## src/rtl/fb_draw_ctrl.sv

```systemverilog
// Two-requester draw controller for a 128-wide, 1-bit frame buffer.
// Accepts PIXEL / HLINE / CLEAR commands and streams one write per cycle.
module fb_draw_ctrl #(
    parameter int unsigned WIDTH  = 128,
    parameter int unsigned HEIGHT = 120
) (
    input  logic        i_clk,
    input  logic        i_rst,
    input  logic [1:0]  i_valid,
    input  logic [23:0] i_cmd0,
    input  logic [23:0] i_cmd1,
    output logic [1:0]  o_ready,
    output logic        o_we,
    output logic [13:0] o_waddr,
    output logic        o_wdata,
    output logic        o_busy,
    output logic        o_err
);

    localparam logic [13:0] LastAddr = 14'(WIDTH * HEIGHT - 1);
    localparam logic [6:0]  YLimit   = 7'(HEIGHT);

    typedef enum logic {StIdle, StRun} state_e;
    typedef enum logic [1:0] {OpNop, OpPixel, OpHline, OpClear} op_e;

    state_e      state_q, state_d;
    logic        last_q, last_d;
    logic [13:0] addr_q, addr_d;
    logic [13:0] end_q, end_d;
    logic        color_q, color_d;
    logic        err_q, err_d;

    logic [23:0] cmd;
    logic        grant1;
    op_e         op;
    logic        color;
    logic [6:0]  y, xa, xb, x_start, x_end;

    // last_q names the requester granted most recently; a tie goes to the other one.
    always_comb begin
        o_ready = 2'b00;
        if (!i_rst && state_q == StIdle) begin
            case (i_valid)
                2'b01:   o_ready = 2'b01;
                2'b10:   o_ready = 2'b10;
                2'b11:   o_ready = last_q ? 2'b01 : 2'b10;
                default: o_ready = 2'b00;
            endcase
        end
    end

    assign grant1 = o_ready[1];
    assign cmd    = grant1 ? i_cmd1 : i_cmd0;
    assign op     = op_e'(cmd[23:22]);
    assign color  = cmd[21];
    assign y      = cmd[20:14];
    assign xb     = cmd[13:7];
    assign xa     = cmd[6:0];

    always_comb begin
        x_start = xa;
        x_end   = xa;
        if (op == OpHline) begin
            x_start = (xa < xb) ? xa : xb;
            x_end   = (xa < xb) ? xb : xa;
        end
    end

    always_comb begin
        state_d = state_q;
        last_d  = last_q;
        addr_d  = addr_q;
        end_d   = end_q;
        color_d = color_q;
        err_d   = 1'b0;
        unique case (state_q)
            StIdle: begin
                if (|(i_valid & o_ready)) begin
                    last_d = grant1;
                    unique case (op)
                        OpPixel, OpHline: begin
                            if (y >= YLimit) begin
                                err_d = 1'b1;
                            end else begin
                                state_d = StRun;
                                color_d = color;
                                addr_d  = {y, x_start};
                                end_d   = {y, x_end};
                            end
                        end
                        OpClear: begin
                            state_d = StRun;
                            color_d = color;
                            addr_d  = 14'd0;
                            end_d   = LastAddr;
                        end
                        default: ;
                    endcase
                end
            end
            StRun: begin
                if (addr_q == end_q) begin
                    state_d = StIdle;
                end else begin
                    addr_d = addr_q + 14'd1;
                end
            end
            default: state_d = StIdle;
        endcase
    end

    always_ff @(posedge i_clk) begin
        if (i_rst) begin
            state_q <= StIdle;
            last_q  <= 1'b1;
            addr_q  <= 14'd0;
            end_q   <= 14'd0;
            color_q <= 1'b0;
            err_q   <= 1'b0;
        end else begin
            state_q <= state_d;
            last_q  <= last_d;
            addr_q  <= addr_d;
            end_q   <= end_d;
            color_q <= color_d;
            err_q   <= err_d;
        end
    end

    // Every RUN cycle is a write cycle, so write enable and busy share the state flop.
    assign o_we    = (state_q == StRun);
    assign o_busy  = (state_q == StRun);
    assign o_waddr = addr_q;
    assign o_wdata = color_q;
    assign o_err   = err_q;

endmodule
```

## config.mk

```make
export PLATFORM = sky130hd
export DESIGN_NAME = fb_draw_ctrl
export DESIGN_NICKNAME = d
export VERILOG_FILES = /design/src/rtl/fb_draw_ctrl.sv
export SDC_FILE = /design/constraint.sdc
export NUM_CORES = 1
export LEC_CHECK = 0
export ABC_AREA = 0
export ABC_CLOCK_PERIOD_IN_PS = 8150
export BUFFER_PORTS_ARGS = -buffer_cell sky130_fd_sc_hd__buf_2
export CORE_ASPECT_RATIO = 1.75
export CORE_MARGIN = 1
export CORE_UTILIZATION = 48
export CTS_CLUSTER_DIAMETER = 100
export DETAILED_ROUTE_END_ITERATION = 6
export PLACE_DENSITY = 0.75
export SYNTH_ARGS = -nofsm -noshare
export SYNTH_HDL_FRONTEND = slang
export SYNTH_SLANG_ARGS = --single-unit
```

## constraint.sdc

```tcl
create_clock -name i_clk -period 8.15 [get_ports i_clk]
set_input_delay 1.2225 -clock i_clk [delete_from_list [all_inputs] [get_ports i_clk]]
set_output_delay 1.2225 -clock i_clk [all_outputs]
set_load 0.1 [all_outputs]
```

Yosys cells after proc, flatten, opt, wreduce, memory -nomap -nowiden
Index checks and enable logic that the tools add are counted.
{"block": "totals", "out_inout_bits": 20, "elab_cells": 57, "input_bits": 52, "register_bits": 32}
{"block": "op_classes", "add_sub_neg": 1, "reduce_logical": 9, "eq_ne": 12, "n_mux": 23, "n_lt_le_gt_ge": 2, "bitwise_logic": 4}
{"op": "14-bit case mux with 2 select lines", "count": 3}
{"op": "14-bit two-way mux", "count": 4}
{"op": "7-bit two-way mux", "count": 4}
{"op": "24-bit two-way mux", "count": 1}
{"op": "14-bit by 1-bit adder with 14-bit output, second input constant", "count": 1}
{"op": "14-bit == test", "count": 1}
{"op": "2-bit == test, second input constant", "count": 4}
{"op": "4-bit AND reduction", "count": 2}
{"op": "7-bit >= comparator, second input constant", "count": 1}
{"op": "7-bit less-than comparator", "count": 1}
{"op": "1-bit case mux with 2 select lines", "count": 3}
{"op": "2-bit case mux with 3 select lines", "count": 1}
{"op": "1-bit two-way mux", "count": 5}
{"op": "2-bit by 1-bit == test with 1-bit output, second input constant", "count": 2}
{"op": "2-bit two-way mux", "count": 2}
{"op": "2-bit != test, second input constant", "count": 2}
{"op": "2-bit OR reduction", "count": 2}
{"op": "4-bit OR reduction", "count": 1}
{"op": "3-bit by 1-bit != test with 1-bit output, second input constant", "count": 1}
{"op": "3-bit != test, second input constant", "count": 1}
{"op": "1-bit NOT", "count": 3}
{"op": "2-bit bitwise AND", "count": 1}
{"op": "2-bit by 1-bit != test with 1-bit output, second input constant", "count": 1}
{"op": "2-bit AND reduction", "count": 1}
{"op": "3 further kinds", "count": 3}

Depth between registers and ports, before layout
Gate-level depths: netlist (run 1).
{"block": "depth", "word_depth": 11, "depth_mapped": 16, "mapped_depth_nobuf": 13}

Least setup slack after synthesis (run 1)
Ideal clock, no wire load.
{"block": "synth_path", "path_type": "input-to-reg", "start": "input i_rst", "end": "register end_q[0]", "path_buffers": 3, "slack_ns": 3.979, "arrival_time_ns": 4.101, "setup_time_ns": 0.070, "t_required_ns": 8.080, "path_stages": 16, "cell_sequence": "buf_6 > nor2_8 > nand3_4 > inv_2 > buf_2 > nand2_1 > nand2_1 > inv_1 > ha_1 > nand4_1 > a21oi_1 > a31o_2 > nor3b_1 > buf_2 > mux2_1 > a21oi_1"}
{"block": "synth_between", "elab_chain_len": 9, "word_cells_on_any_way": 19, "cone_classes": "2 x order compare; 4 x eq/ne; 6 x mux; 1 x bitwise; 6 x reduce/logical"}
{"item": "start: declaration", "line_no": "8", "text": "input logic i_rst,"}
{"item": "1-bit logical NOT (*)", "line_no": "42", "text": "if (!i_rst && state_q == StIdle) begin"}
{"item": "1-bit logical AND (*)", "line_no": "42"}
{"item": "2-bit two-way mux (*)", "line_no": "42"}
{"item": "named net o_ready[1]", "line_no": "12", "text": "output logic [1:0] o_ready,"}
{"item": "24-bit two-way mux", "line_no": "53", "text": "assign cmd = grant1 ? i_cmd1 : i_cmd0;"}
{"item": "7-bit less-than comparator", "line_no": "65", "text": "x_end = (xa < xb) ? xb : xa;"}
{"item": "7-bit two-way mux", "line_no": "65"}
{"item": "7-bit two-way mux", "line_no": "63", "text": "if (op == OpHline) begin"}
{"item": "14-bit two-way mux", "line_no": "82", "text": "if (y >= YLimit) begin"}
{"item": "14-bit case mux with 2 select lines", "line_no": "80", "text": "unique case (op)"}
{"item": "end signal: assignment", "line_no": "124", "text": "end_q <= end_d;"}
{"item": "end: declaration", "line_no": "29", "text": "logic [13:0] end_q, end_d;"}
Mark *: on every way through the listed nets, which the timed path passes. The rest lies on a longest branch. The select of a mux whose other input is x is not followed.
A chain may end at the register's enable or synchronous reset.

Worst setup path in the final report (run 1)
{"block": "layout_path", "start": "input i_rst", "end": "register end_q[2]"}
{"block": "layout_between", "elab_chain_len": 9, "word_cells_on_any_way": 19, "cone_classes": "2 x order compare; 4 x eq/ne; 6 x mux; 1 x bitwise; 6 x reduce/logical"}
{"item": "1-bit logical NOT", "line_no": "42"}
{"item": "1-bit logical AND", "line_no": "42"}
{"item": "2-bit two-way mux", "line_no": "42"}
{"item": "24-bit two-way mux", "line_no": "53"}
{"item": "7-bit less-than comparator", "line_no": "65"}
{"item": "7-bit two-way mux", "line_no": "65"}
{"item": "7-bit two-way mux", "line_no": "63"}
{"item": "14-bit two-way mux", "line_no": "82"}
{"item": "14-bit case mux with 2 select lines", "line_no": "80"}
Several ways; a longest one is shown, not always the timed one. The select of a mux whose other input is x is not followed.

==> results.cfg, run 1 <==
[run_status]
status = finished clean

[logic_synthesis]
synthCells = 303
synth-simple-area-share_pct = 22.17
synth_top_area_share_pct = 25.74
synth_area_per_cell_um2 = 8.213
synth_cell_type_count = 58
yosys-mux-area-fraction_pct = 10.16
syn_nets = 364
ys.flop_type = dfxtp_1
synth_compound_area_share_pct = 23.98
synth_top_family_by_area = compound AO/OA/AOI/OAI gates
ys_seq_elements = 32
synth_edf_count = 0
syn_area_um2 = 2489
ys_warn_count = 0
synth-async-reset-ratio_pct = 0
synth_xor_xnor_area_share_pct = 6.335
synth.largest_area_cell = dfxtp_1
yosys-top-cells-area = dfxtp_1 (26%), mux2i_1 (9.3%), nand2_1 (5.4%), xor2_1 (4.9%), ha_1 (4.5%)
seq_area_frac_synth_pct = 25.74
synthAdderAreaFrac_pct = 4.525

[grt]
grt.busiest_layer = met2
grtUsageMet1_pct = 30.38
met3_usage_pct = 3.728
overflow = 0
grt_pass1_wl_mm = 11.34
antenna_found_initial = 0
grt_util_met2_pct = 43.71
grt_usage_pct = 25.82
grt_max_degree = 36
grt_pass1_vias = 2448

[sta]
grt_setup_unrepaired = false
skew_ps = 11.75
finalHoldViolations = 0
maxSlewHeadroom_pct = 19.24
max_freq_mhz = 204.7
finalSetupViolCount = 0
worst_pin_slew_ps = 1209
min_period_over_period_pct = 59.93
fin_crit_ps = 4884
setup_ws_ps = 3266
drv_slew = 0
fin_tns_setup_ps = 0

[layout]
final_common_cell = buf_2
fillers = 472
fin_nets = 428
instances_no_fill = 422
drive_gt1_share_pct = 26.36
fin_util_pct = 59.00
synthToLayoutAreaGrowth_pct = 18.00
insertedDiodeCount = 0
final_cell_mix = buf_2 (71), nand2_1 (36), dfxtp_1 (32), mux2i_1 (23), a21oi_1 (22)

[clocking]
cts_buffers = 5
hold_buffers = 0
post_cts_resized = 0
htreeDepth = 2
cts_max_path_buffers = 2
post_cts_buffers = 0
root_buffer = clkbuf_8
cts_tree = built
path_clk_slew_ps = 70
insertion_delay_ps = 290
clock_sinks = 32

[routing]
drt_iter0_markers = 79
dr.pass1.iters = 4
wl_mm = 6.732
via_per_inst = 5.922
vias = 2499
drc_errors = 0
wl_per_cell_um = 15.95
ant_nets = 0

[power_and_ir_drop]
finalPower_uw = 621.1
leakagePower_uw = 0.001402
power_density_nw_per_um2 = 211.5
ir_drop_v = 0.0001322

[worst_setup_path]
cp.arrival_ps = 5100
required_ps = 8370
crit_path_start_kind = primary input
worst_setup_path_end_kind = register
critPathKind = in2reg
cp_max_fo = 25

[floorplan]
row_count = 34
initial_core_util_pct = 50.00
io_pins = 72
die-area_um2 = 5488
die_w_um = 56.43
die_h_um = 97.26
coreArea_um2 = 4977

[hold_path]
holdCritPathClass = reg2reg

[placed_design]
gp_congestion = 0.8839
place_inst = 414
dp_hpwl_mm = 5.158
pre_cts_slack_ps = 2992
portBuffers = 71

[flow_run]
drv_cap = 0
worst paths after layout:
kind | from | to | cells after the start | slack, ps
worst min-delay path | end_q[13] | end_q[13] | 2 | 510
worst max-delay path | i_rst | end_q[2] | 11 | 3270
worst min register to register | end_q[13] | end_q[13] | 2 | 510
worst max register to register | o_busy | end_q[2] | 10 | 3850
report_power, final:
group          internal (uW)  switching [uW]  leakage, uW
Combinational           77.3             186      0.00109
Clock                   90.4            64.4    0.0000541
Sequential               176            26.6     0.000263
sequential cells by signal (all words and copies together), names as in the netlist:
name and count:
o_busy 1, o_err 1, o_waddr 14, last_q 1, o_wdata 1, end_q 14
per-stage QoR:
step	hold WS [ps]	cell area, um2
2_1_floorplan	460.7	2489
3_3_place_gp	473.3	2825
3_5_place_dp	494.4	2825
4_1_cts	512.1	2937
5_1_grt	544.1	2937
6_report	509.6	2937
worst max-delay path, cell delays in order:
cell and delay [ps]:
buf_2 230, nor2_8 180, nand3_4 320, inv_2 420, mux2i_1 350, ha_1 300, a221o_1 320, a31o_2 240
nor3b_1 950, mux2_1 400, a21oi_1 130
per-layer routing:
layer	part of all wire [%]	up-vias	wire (um)
li1	-	1240	-
met1	41	1152	2754
met2	50	84	3373
met3	4.5	23	304
met4	4.4	0	299
met5	0	-	0
synth_stat cells, types with 6 or more instances:
cell / number
buf_2: 6
dfxtp_1: 32
nor3_1: 6
ha_1: 9
o21ai_0: 13
mux2i_1: 23
nand2_1: 36
a311oi_1: 10
a21oi_1: 22
nor2_1: 21
xor2_1: 14
nand3_1: 8
inv_1: 20
a31oi_1: 6
cell type report:
class	count	area [um2]	share of cell area, %
Multi-Input combinational cell	234	1672	56.92
Sequential cell	32	640.6	21.82
Timing Repair Buffer	72	362.8	12.36
Inverter	22	82.58	2.812
Clock buffer	5	68.82	2.343
Tap cell	54	67.56	2.301
Clock inverter	3	42.54	1.449
cell families after synthesis:
kind of cell	after synthesis
DFF	32
and+or+nand+nor	102
adders and majority gates	9
buffers and inverters	37
xor gates and xnor gates	18
AOI/OAI and AO/OA	80
muxes	25
Power figures use the tool's default switching activity.
==> inputs of run 2 (changes only) <==
- ABC_CLOCK_PERIOD_IN_PS: 8150 -> 4200
- CORE_UTILIZATION: 48 -> 47
- PLACE_DENSITY: 0.75 -> 0.76
- clock period: 8.15 -> 4.2 ns (I/O delays scaled with it)
==> results.cfg, run 2 (synthesis gave the netlist of run 1 again) <==
[routing]
wl_per_cell_um = 16.74
vias = 2546
wl_mm = 7.181
ant_nets = 0
via_per_inst = 5.935
dr.pass1.iters = 7
drc_errors = 7
drt_iter0_markers = 117

[worst_setup_path]
required_ps = 4410
cp_slowest_cell = a211oi_4
crit_chain = buf_2 -> nand2_1 -> nand3_4 -> buf_4 -> mux2i_1 -> ha_1 -> inv_1 -> o221ai_1 -> a211oi_4 -> buf_4 -> nor2_1 -> a311oi_1
cp_max_fo = 24
r2r_slack_ps = 1060
r2r_cells = 11
crit_path_start_kind = primary input
reg2reg_from = o_busy
critPathKind = in2reg
cp.arrival_ps = 3410
cp_common_cell = buf_4
crit_start = i_valid[0]
crit_path_max_incr_delay_ps = 570
r2r_end = o_wdata
worst_setup_path_end_kind = register

[power_and_ir_drop]
ir_drop_v = 0.0001830
leakagePower_uw = 0.001437
power_density_nw_per_um2 = 409.7

[run_status]
status = complete, but fails checks
violations = design-rule violations

[hold_path]
hp-start = end_q[10]
worstHoldEndpoint = end_q[10]
hold-path-cell-count = 2
holdCritPathClass = reg2reg

[clocking]
clock_sinks = 32
hold_buffers = 0
post_cts_buffers = 0
post_cts_resized = 0
root_buffer = clkbuf_8
cts_tree = built
insertion_delay_ps = 300
htreeDepth = 2
cts_max_path_buffers = 2
cts_buffers = 5
path_clk_slew_ps = 80

[sta]
fin_crit_ps = 3200
min_period_over_period_pct = 76.19
drv_slew = 0
max_freq_mhz = 312.5
maxSlewHeadroom_pct = 47.79
finalSetupViolCount = 0
skew_ps = 7.186
grt_setup_unrepaired = false
fin_tns_setup_ps = 0
finalHoldViolations = 0
worst_pin_slew_ps = 776.0

[placed_design]
gp_congestion = 0.8975
portBuffers = 71
dp_hpwl_mm = 5.547

[layout]
synthToLayoutAreaGrowth_pct = 20.11
fin_util_pct = 59.55
drive_gt1_share_pct = 27.73
fin_nets = 435
final_common_cell = buf_2
final_cell_mix = buf_2 (71), nand2_1 (36), dfxtp_1 (32), mux2i_1 (23), a21oi_1 (22)
insertedDiodeCount = 0

[grt]
grt_usage_pct = 26.84
grt_pass1_vias = 2516
grt_max_degree = 25
grt_pass1_wl_mm = 11.74
overflow = 0
antenna_found_initial = 0

[floorplan]
io_pins = 72
die_w_um = 57.01
die-area_um2 = 5601
row_count = 34
die_h_um = 98.26
coreArea_um2 = 5020
initial_core_util_pct = 49.58

[flow_run]
drv_cap = 0
run 2: worst max path at each step:
stage / end / depth (start not counted)
3_5_place_dp: o_wdata / 12
6_report: o_wdata / 12
5_1_grt: o_wdata / 12
3_3_place_gp: end_q[7] / 12
4_1_cts: o_wdata / 12
2_1_floorplan: end_q[0] / 15
run 2: final cells by class:
type                            count  area, um2
Fill cell                         478       2031
Timing Repair Buffer               79      415.4
Clock inverter                      3      42.54
Clock buffer                        5      68.82
Inverter                           22      82.58
Multi-Input combinational cell    234       1672
Sequential cell                    32      640.6
Tap cell                           54      67.56
run 2: per-layer routing:
layer  routed length [um]  track usage (%)  vias up
li1                     -                -     1246
met4                  240            12.20        0
met2                 3755            47.69       99
met3                  386            5.166       18
met1                 2798            30.08     1183
met5                    0                0        -
run 2: worst max-delay path: cells and delay by family:
kind	cells	cell delay (ps)
AO/OA/AOI/OAI	3	980
adder cells (fa/ha/maj)	1	330
buffers and inverters	4	840
multiplexers	1	340
AND/OR/NAND/NOR	3	270
run 2: per-stage QoR:
| step | power (uW) | instance area [um2] | std cells | setup WS, ps | hold slack [ps] |
|---|---|---|---|---|---|
| final | 1225 | 2989 | 429 | 1000 | 492.5 |
| after global routing | 1282 | 2989 | 429 | 797.1 | 535.6 |
| after CTS | 1226 | 2989 | 429 | 1012 | 501.3 |
| after detailed placement | 922.7 | 2878 | 421 | 695.2 | 482.6 |
| after global placement | 915.8 | 2878 | 421 | 738.3 | 474.0 |
| after floorplan | 802.4 | 2489 | 303 | 515.7 | 460.7 |
run 2: power breakdown:
part	total (uW)	switching, uW	internal (uW)
clock	304	129	176
combinational	532	374	158
sequential	389	46.7	342
